$ cat src/rtl/regfile_access_sequencer.sv
// Owns the register file's single shared port: issues one operand read or one buffered
// writeback per cycle, and forwards pending writebacks so decode never sees a stale value.
module regfile_access_sequencer #(
    parameter int XLEN       = 64,
    parameter int WB_DEPTH   = 4,
    parameter int STARVE_MAX = 4
) (
    input  logic                        clk,
    input  logic                        reset,
    input  logic                        rd_req_valid,
    output logic                        rd_req_ready,
    input  logic [4:0]                  rs1,
    input  logic [4:0]                  rs2,
    output logic                        rd_rsp_valid,
    output logic [XLEN-1:0]             rs1_data,
    output logic [XLEN-1:0]             rs2_data,
    input  logic                        wb_valid,
    output logic                        wb_ready,
    input  logic [4:0]                  wb_rd,
    input  logic [XLEN-1:0]             wb_data,
    output logic                        rf_read_en,
    output logic [4:0]                  rf_data_read_1,
    output logic [4:0]                  rf_data_read_2,
    output logic [4:0]                  rf_write_en,
    output logic [XLEN-1:0]             rf_data_in,
    input  logic [XLEN-1:0]             rf_data_out_1,
    input  logic [XLEN-1:0]             rf_data_out_2,
    output logic [$clog2(WB_DEPTH):0]   wb_count
);
    localparam int PTR_W = $clog2(WB_DEPTH);
    localparam int CNT_W = PTR_W + 1;
    localparam int ST_W  = $clog2(STARVE_MAX + 1);

    logic [4:0]       fifo_rd_r   [WB_DEPTH];
    logic [XLEN-1:0]  fifo_data_r [WB_DEPTH];
    logic [PTR_W-1:0] head_r;
    logic [PTR_W-1:0] tail_r;
    logic [CNT_W-1:0] count_r;
    logic [ST_W-1:0]  starve_r;

    logic             rsp_valid_r;
    logic             zero1_r;
    logic             zero2_r;
    logic             hit1_r;
    logic             hit2_r;
    logic [XLEN-1:0]  fwd1_r;
    logic [XLEN-1:0]  fwd2_r;

    logic             fifo_full_s;
    logic             fifo_empty_s;
    logic             read_issue_s;
    logic             write_issue_s;
    logic             push_s;
    logic [WB_DEPTH-1:0] live_s;
    logic [4:0]       age_rd_s   [WB_DEPTH];
    logic [XLEN-1:0]  age_data_s [WB_DEPTH];
    logic             hit1_s;
    logic             hit2_s;
    logic [XLEN-1:0]  fwd1_s;
    logic [XLEN-1:0]  fwd2_s;

    assign wb_count     = count_r;
    assign rd_rsp_valid = rsp_valid_r;

    // Handshakes and the per-cycle read/write arbitration decision
    always_comb begin
        fifo_full_s   = (count_r == CNT_W'(WB_DEPTH));
        fifo_empty_s  = (count_r == {CNT_W{1'b0}});
        wb_ready      = ~fifo_full_s;
        rd_req_ready  = ~fifo_full_s & (starve_r < ST_W'(STARVE_MAX));
        read_issue_s  = rd_req_valid & rd_req_ready;
        write_issue_s = ~read_issue_s & ~fifo_empty_s;
        push_s        = wb_valid & wb_ready & (wb_rd != 5'd0);
    end

    // Shared RF port drive: read, write of the FIFO head, or idle
    always_comb begin
        rf_read_en     = 1'b0;
        rf_data_read_1 = 5'd0;
        rf_data_read_2 = 5'd0;
        rf_write_en    = 5'd0;
        rf_data_in     = {XLEN{1'b0}};
        if (read_issue_s) begin
            rf_read_en     = 1'b1;
            rf_data_read_1 = rs1;
            rf_data_read_2 = rs2;
        end else if (write_issue_s) begin
            rf_write_en = fifo_rd_r[head_r];
            rf_data_in  = fifo_data_r[head_r];
        end else begin
            rf_read_en = 1'b0;
        end
    end

    // FIFO entries re-indexed by age (0 = oldest) with their occupancy flags
    always_comb begin
        for (int i = 0; i < WB_DEPTH; i++) begin
            live_s[i]     = (CNT_W'(i) < count_r);
            age_rd_s[i]   = fifo_rd_r[head_r + PTR_W'(i)];
            age_data_s[i] = fifo_data_r[head_r + PTR_W'(i)];
        end
    end

    // Forwarding lookup: later (younger) matches override earlier ones
    always_comb begin
        hit1_s = 1'b0;
        hit2_s = 1'b0;
        fwd1_s = {XLEN{1'b0}};
        fwd2_s = {XLEN{1'b0}};
        for (int i = 0; i < WB_DEPTH; i++) begin
            fwd1_s = (live_s[i] && (age_rd_s[i] == rs1)) ? age_data_s[i] : fwd1_s;
            hit1_s = hit1_s | (live_s[i] && (age_rd_s[i] == rs1));
            fwd2_s = (live_s[i] && (age_rd_s[i] == rs2)) ? age_data_s[i] : fwd2_s;
            hit2_s = hit2_s | (live_s[i] && (age_rd_s[i] == rs2));
        end
        fwd1_s = (push_s && (wb_rd == rs1)) ? wb_data : fwd1_s;
        hit1_s = hit1_s | (push_s && (wb_rd == rs1));
        fwd2_s = (push_s && (wb_rd == rs2)) ? wb_data : fwd2_s;
        hit2_s = hit2_s | (push_s && (wb_rd == rs2));
    end

    // Writeback FIFO storage, pointers and occupancy
    always_ff @(posedge clk or negedge reset) begin
        if (!reset) begin
            head_r  <= {PTR_W{1'b0}};
            tail_r  <= {PTR_W{1'b0}};
            count_r <= {CNT_W{1'b0}};
            for (int i = 0; i < WB_DEPTH; i++) begin
                fifo_rd_r[i]   <= 5'd0;
                fifo_data_r[i] <= {XLEN{1'b0}};
            end
        end else begin
            if (push_s) begin
                fifo_rd_r[tail_r]   <= wb_rd;
                fifo_data_r[tail_r] <= wb_data;
                tail_r              <= tail_r + PTR_W'(1'b1);
            end
            if (write_issue_s) begin
                head_r <= head_r + PTR_W'(1'b1);
            end
            count_r <= count_r + CNT_W'(push_s) - CNT_W'(write_issue_s);
        end
    end

    // Starvation counter bounds how long reads may hold off a pending writeback
    always_ff @(posedge clk or negedge reset) begin
        if (!reset) begin
            starve_r <= {ST_W{1'b0}};
        end else if (write_issue_s || fifo_empty_s) begin
            starve_r <= {ST_W{1'b0}};
        end else if (read_issue_s) begin
            starve_r <= starve_r + ST_W'(1'b1);
        end else begin
            starve_r <= starve_r;
        end
    end

    // Capture forwarding result alongside the RF read for the response cycle
    always_ff @(posedge clk or negedge reset) begin
        if (!reset) begin
            rsp_valid_r <= 1'b0;
            zero1_r     <= 1'b0;
            zero2_r     <= 1'b0;
            hit1_r      <= 1'b0;
            hit2_r      <= 1'b0;
            fwd1_r      <= {XLEN{1'b0}};
            fwd2_r      <= {XLEN{1'b0}};
        end else begin
            rsp_valid_r <= read_issue_s;
            if (read_issue_s) begin
                zero1_r <= (rs1 == 5'd0);
                zero2_r <= (rs2 == 5'd0);
                hit1_r  <= hit1_s;
                hit2_r  <= hit2_s;
                fwd1_r  <= fwd1_s;
                fwd2_r  <= fwd2_s;
            end
        end
    end

    // Operand response mux: x0, forwarded value, or RF read data
    always_comb begin
        rs1_data = {XLEN{1'b0}};
        rs2_data = {XLEN{1'b0}};
        if (rsp_valid_r && !zero1_r) begin
            rs1_data = hit1_r ? fwd1_r : rf_data_out_1;
        end else begin
            rs1_data = {XLEN{1'b0}};
        end
        if (rsp_valid_r && !zero2_r) begin
            rs2_data = hit2_r ? fwd2_r : rf_data_out_2;
        end else begin
            rs2_data = {XLEN{1'b0}};
        end
    end

endmodule

$ cat config.mk
export PLATFORM = sky130hd
export DESIGN_NAME = regfile_access_sequencer
export DESIGN_NICKNAME = d
export VERILOG_FILES = /design/src/rtl/regfile_access_sequencer.sv
export SDC_FILE = /design/constraint.sdc
export NUM_CORES = 1
export LEC_CHECK = 0
export CORE_MARGIN = 3
export CORE_UTILIZATION = 40
export DETAILED_ROUTE_END_ITERATION = 7
export PLACE_DENSITY = 0.67
export REMOVE_ABC_BUFFERS = 1
export SLEW_MARGIN = 20
export SYNTH_ARGS = -nofsm -noshare
export SYNTH_HDL_FRONTEND = slang
export SYNTH_SLANG_ARGS = --single-unit
$ cat constraint.sdc
create_clock -name clk -period 2.9 [get_ports clk]
set_input_delay 0.725 -clock clk [delete_from_list [all_inputs] [get_ports clk]]
set_output_delay 0.725 -clock clk [all_outputs]
set_load 0.01 [all_outputs]
# After elaboration in Yosys (flattened, before gate mapping)
# Cells that the tools add are included.
dict set report word_totals {
  inputBits 211
  out_inout_bits 214
  n_memories 0
  ramBits 0
  register_bits 419
  elab_cells 143
  latch_bits 0
  rom_bits 0
}
dict set report op_classes {
  shifts 0
  add_sub_neg 7
  div_mod_pow 0
  n_eq_ne 11
  n_mul 0
  n_reduce_logical 21
  bitwise 21
  muxes 53
  magnitude_cmp 11
}
# cell count
set ops {}
lappend ops {{64-bit 2-to-1 mux} 25}
lappend ops {{64-bit binary-select mux with 2-bit select} 4}
lappend ops {{256-bit bitwise mux} 1}
lappend ops {{64-bit demux with 2-bit select} 1}
lappend ops {{5-bit 2-to-1 mux} 13}
lappend ops {{5-bit == test} 10}
lappend ops {{5-bit binary-select mux with 2-bit select} 4}
lappend ops {{20-bit bitwise mux} 1}
lappend ops {{3-bit >= comparator, second input constant} 5}
lappend ops {{2-bit NOT with 3-bit output} 5}
lappend ops {{1-bit logical AND} 13}
lappend ops {{5-bit demux with 2-bit select} 1}
lappend ops {{5-bit zero test} 2}
lappend ops {{1-bit bitwise OR} 8}
lappend ops {{1-bit by 3-bit < comparator with 1-bit output, first input constant} 2}
lappend ops {{2-bit by 3-bit < comparator with 1-bit output, first input constant} 2}
lappend ops {{3-bit 2-to-1 mux} 2}
lappend ops {{1-bit bitwise AND} 5}
lappend ops {{5-bit nonzero test} 1}
lappend ops {{2-bit by 1-bit adder with 2-bit output, second input constant} 2}
lappend ops {{2-bit adder, second input constant} 2}
lappend ops {{3-bit by 1-bit adder with 3-bit output} 1}
lappend ops {{3-bit by 1-bit adder with 3-bit output, second input constant} 1}
lappend ops {{3-bit == test, second input constant} 1}
lappend ops {{9 further kinds} 12}

# Depth between registers and ports, before layout
# Gate-level depths: netlist of the first run.
dict set report logic_depth {
  depth_word 11
  ltp_mapped 13
  ltp_nobuf 11
}

# Worst setup path before layout of the first run
# No wires, ideal clock.
dict set report synth_timing {
  kind {input-to-reg}
  startpoint {in rd_req_valid}
  endpoint {reg count_r[2] (netlist: wb_count[2])}
  path_stages 11
  setup_ps 123
  t_arrival_ps 3039
  path_slack_ps -261
  required_ps 2777
  n_path_buf 2
  cell_sequence {nor2b_1 > clkbuf_1 > nand2_1 > clkbuf_1 > o31ai_1 > clkinv_1 > ha_1 > inv_1 > ha_1 > fa_1 > xnor2_1}
}
dict set report synth_via {
  elab_chain_cells 4
}
# element line_no
set synth_lines {}
lappend synth_lines {{from (decl)} 10} ;# input logic rd_req_valid,
lappend synth_lines {{1-bit bitwise AND} 71} ;# read_issue_s = rd_req_valid & rd_req_ready;
lappend synth_lines {{1-bit NOT} 72} ;# write_issue_s = ~read_issue_s & ~fifo_empty_s;
lappend synth_lines {{1-bit bitwise AND} 72}
lappend synth_lines {{3-bit by 1-bit subtractor with 3-bit output} 141} ;# count_r <= count_r + CNT_W'(push_s) - CNT_W'(write_issue_s);
lappend synth_lines {{to (signal assigned)} 127} ;# count_r <= {CNT_W{1'b0}};
lappend synth_lines {{to (signal assigned)} 141}
lappend synth_lines {{to (decl)} 38} ;# logic [CNT_W-1:0] count_r;
# No other way between the ends.
# A chain may end at the register's enable or synchronous reset.

# Worst setup path after layout of the first run
dict set report layout_timing {
  startpoint {reg head_r[1]}
  endpoint {out rf_data_in[18]}
}
dict set report layout_via {
  elab_chain_cells 6
}
# element line_no
set layout_lines {}
lappend layout_lines {{from (decl)} 36} ;# logic [PTR_W-1:0] head_r;
lappend layout_lines {{from (signal assigned)} 125} ;# head_r <= {PTR_W{1'b0}};
lappend layout_lines {{from (signal assigned)} 139} ;# head_r <= head_r + PTR_W'(1'b1);
lappend layout_lines {{2-bit NOT with 3-bit output (implied by the code)} 89} ;# rf_data_in = fifo_data_r[head_r];
lappend layout_lines {{64-bit binary-select mux with 2-bit select} 89}
lappend layout_lines {{64-bit 2-to-1 mux (implied by the code) (2 in a row)} 89}
lappend layout_lines {{64-bit 2-to-1 mux} 87} ;# end else if (write_issue_s) begin
lappend layout_lines {{64-bit 2-to-1 mux} 83} ;# if (read_issue_s) begin
lappend layout_lines {{to (decl)} 25} ;# output logic [XLEN-1:0] rf_data_in,
# No other way between the ends. The select of a mux whose other input is x is not followed.

==> results of run 1 <==
## cells in the mapped netlist (63+ instances only)
library cell / number / area (um2)
nor2_1: 425 / 1595
dfrtp_1: 419 / 10490
mux2_2: 373 / 4200
nand2_1: 366 / 1374
mux2i_1: 348 / 3483
o21ai_0: 345 / 1727
a21oi_1: 184 / 920.9
clkbuf_1: 184 / 690.7
nor3_1: 128 / 640.6
o221ai_1: 95 / 832.1
buf_1: 81 / 304.0
or3_1: 63 / 394.1
## where the power goes
part	internal (W)	switching, W
clock network	0.00350	0.00263
logic	0.0200	0.0208
registers	0.00883	0.00293
total	0.0323	0.0263
## per-layer routing
layer  vias up  share of wire  track usage
met4         6          0.061       0.1313
met3       553           0.11      0.07120
li1      13663              -            -
met5         -        0.00030            0
met1     15398           0.37       0.3933
met2      2091           0.46       0.4971
## path summary, 6_finish.rpt
path / to / slack [ns] / depth (start not counted)
min: fwd2_r[28]$_DFFE_PN0N_ / 0.08 / 1
min in group clk: starve_r[0]$_DFFE_PN0P_ / 0.45 / 1
min reg2reg: starve_r[0]$_DFFE_PN0P_ / 0.45 / 1
max reg2reg: fwd1_r[51]$_DFFE_PN0N_ / -0.32 / 15
max in group asynchronous: fwd2_r[21]$_DFFE_PN0N_ / 1.90 / 2
max: rf_data_in[18] / -0.33 / 10
## area by class of cell
| type | instances | area (um2) | area share |
|---|---|---|---|
| Inverter | 14 | 65.06 | 0.001441 |
| Clock buffer | 70 | 1435 | 0.03178 |
| Clock inverter | 12 | 95.09 | 0.002106 |
| Multi-Input combinational cell | 2615 | 20280 | 0.4492 |
| Sequential cell | 419 | 10500 | 0.2326 |
| Antenna cell | 2 | 5.005 | 0.0001108 |
| Tap cell | 950 | 1189 | 0.02632 |
| Timing Repair Buffer | 1042 | 11580 | 0.2565 |
## timing repair
| action | CTS | global route |
|---|---|---|
| gates cloned | 29 | 30 |
| endpoints found under the setup margin | 322 | 275 |
| pin swaps | 74 | 229 |
| resized for setup | 700 | 612 |
| setup buffers | 140 | 99 |
## cells by family (layout without fill, tap and decap cells)
family | Yosys count | after routing
xor gates and xnor gates | 55 | 55
and+or+nand+nor | 1036 | 1040
AOI/OAI and AO/OA | 769 | 769
adders and majority gates | 10 | 10
DFF | 419 | 419
other | 0 | 2
muxes | 741 | 741
buffers and inverters | 335 | 1138
## sequential cells by signal, indices dropped and copies added, names as in the netlist
signal,count
hit1_r,1
fwd1_r,64
head_r,2
rd_rsp_valid,1
tail_r,2
fifo_rd_r,20
zero1_r,1
wb_count,3
fwd2_r,64
fifo_data_r,256
zero2_r,1
starve_r,3
hit2_r,1
## critical path, stage by stage (launching register included)
cell and delay, ns:
dfrtp_4 0.56, buf_12 0.18, buf_16 0.15, buf_16 0.16
buf_6 0.12, mux2i_2 0.19, nand2_1 0.07, o21ai_1 0.11
buf_4 0.17, nor2_2 0.04, buf_2 0.14
## stage by stage
stage               power, W  TNS [ns]  hold slack [ns]
global route         0.06149    -43.88          0.09411
finish               0.05863    -32.12          0.08127
CTS                  0.05224    -28.00           0.1156
global placement     0.04079   -155.09           0.4338
detailed placement   0.04133   -162.15           0.4491
floorplan            0.02547  -1885.87           0.4167
## cells in the final DEF (no fill, tap or decap), types with 23 or more instances in the layout
cell and count:
clkdlybuf4s50_1 217, nand2_1 327, dfrtp_1 413, xnor2_1 27, mux2i_2 38, o21ai_0 162, o31ai_1 30, dlygate4sd2_1 78
mux2i_1 275, o221ai_2 23, buf_6 55, nor2_1 386, a21oi_1 171, nor3_4 41, nor3_2 38, buf_2 50
dlymetal6s2s_1 54, nor3_1 49, a21oi_2 23, mux2_2 354, mux2i_4 35, or3_1 62, o21ai_1 122, buf_4 377
o21ai_2 59, a31oi_1 32, nand2_2 29, clkbuf_16 73, buf_16 26, buf_8 25, buf_12 120, o221ai_1 72
==> reports/metrics.cfg, run 1 <==
[floorplan]
die_w_um = 277.6
core-area_um2 = 72220
die_h_um = 277.6
initial_utilization = 0.4085
dieArea_um2 = 77040
rows = 98
io-pin-count = 425

[layout]
syn2layout_area_growth_pct = 53.08
finalNonFillerCells = 5124
nets = 4362
n_fill_cell = 5594
post-route-util = 0.6253
finalInstanceArea_um2 = 45160
drive_gt1_frac = 0.3778

[timing]
finClkSkew_ns = 0.02763
setup_viol = 203
slew_headroom = 0.5392
worst_slack_ns = -0.3296
max_slew.worst_pin.slew_ns = 0.6912
clock.fmax_mhz = 309.6
timing.final.crit_period_ns = 3.230
rsz0062_at_grt = yes
drv_slew = 0
finalCritPeriodShare = 1.114
finalHoldViolCount = 0

[placement]
dp_hpwl_um = 76340
port_buffers = 424
place_inst = 4772
routabilityCongestion = 0.8876
place_area_um2 = 37490
pre_cts_slack_ns = -0.5798

[logic_synthesis]
syn_area_um2 = 29500
ys_seq_area_frac = 0.3554
postSynthAreaPerCell_um2 = 8.767
async_flop_share = 1.000
muxShareOfSynthArea = 0.2762
ys_ff_latch = 419
yosys_warnings = 0
synthAdderAreaFrac = 0.004496
synth.distinct_cells = 52
synth_top_family_by_area = multiplexers
yosys.area_share.simple = 0.1471
synth-edff-count = 0
netlist_instances = 3365
synthFlopType = dfrtp_1
synth_xor_area_frac = 0.01633
synth_compound_area_frac = 0.1543

[routing]
drt_pass1_iterations = 6
first_iter_violations = 3458
drt-wirelength-per-cell_um = 26.25
remaining_drc_errors = 0
routed_via_density = 6.189
antenna_left = 0
routed_wirelength_um = 134500
vias = 31711

[worst_setup_path]
crit_type = reg2out
cp_max_fo = 7
startpoint = head_r[1]$_DFFE_PN0N_
startpoint_type = register
cp.arrival_ns = 2.50
timing.rr.start = head_r[1]$_DFFE_PN0N_
cp.required_ns = 2.17
critPathCaptureType = output pin

[clocking]
clk_pin_slew_ns = 0.06
cts_tree = yes
holdBufCountCts = 0
numCtsBuffers = 49
cts_buffer_depth = 3
clock_latency_ns = 0.62
cts.sinks = 419
h-tree-depth = 2
cts-root-buf = clkbuf_16

[grt]
grt_pass1_vias = 30298
grtUsageTotal = 0.3070
grt_pass1_wl_um = 185600
grt_max_degree = 98
overflow = 0
antenna_found_initial = 6

[run_status]
violations = negative setup slack
status = complete, but fails checks

[pwr]
p_leak_nw = 19.90
max-vdd-ir-drop_uv = 705.9
p_per_area_nw_per_um2 = 1298

[job]
cap_violations = 0

[min_path]
min_path_type = in2async

Power figures use the tool's default switching activity.
==> run 2: changes to the inputs <==
--- a/config.mk
+++ b/config.mk
@@ -5,6 +5,7 @@
 export SDC_FILE = /design/constraint.sdc
 export NUM_CORES = 1
 export LEC_CHECK = 0
+export CAP_MARGIN = 25
 export CORE_MARGIN = 3
 export CORE_UTILIZATION = 40
 export DETAILED_ROUTE_END_ITERATION = 7
==> results of run 2 <==
The final DEF is identical to that of run 1; final timing and power are the same.
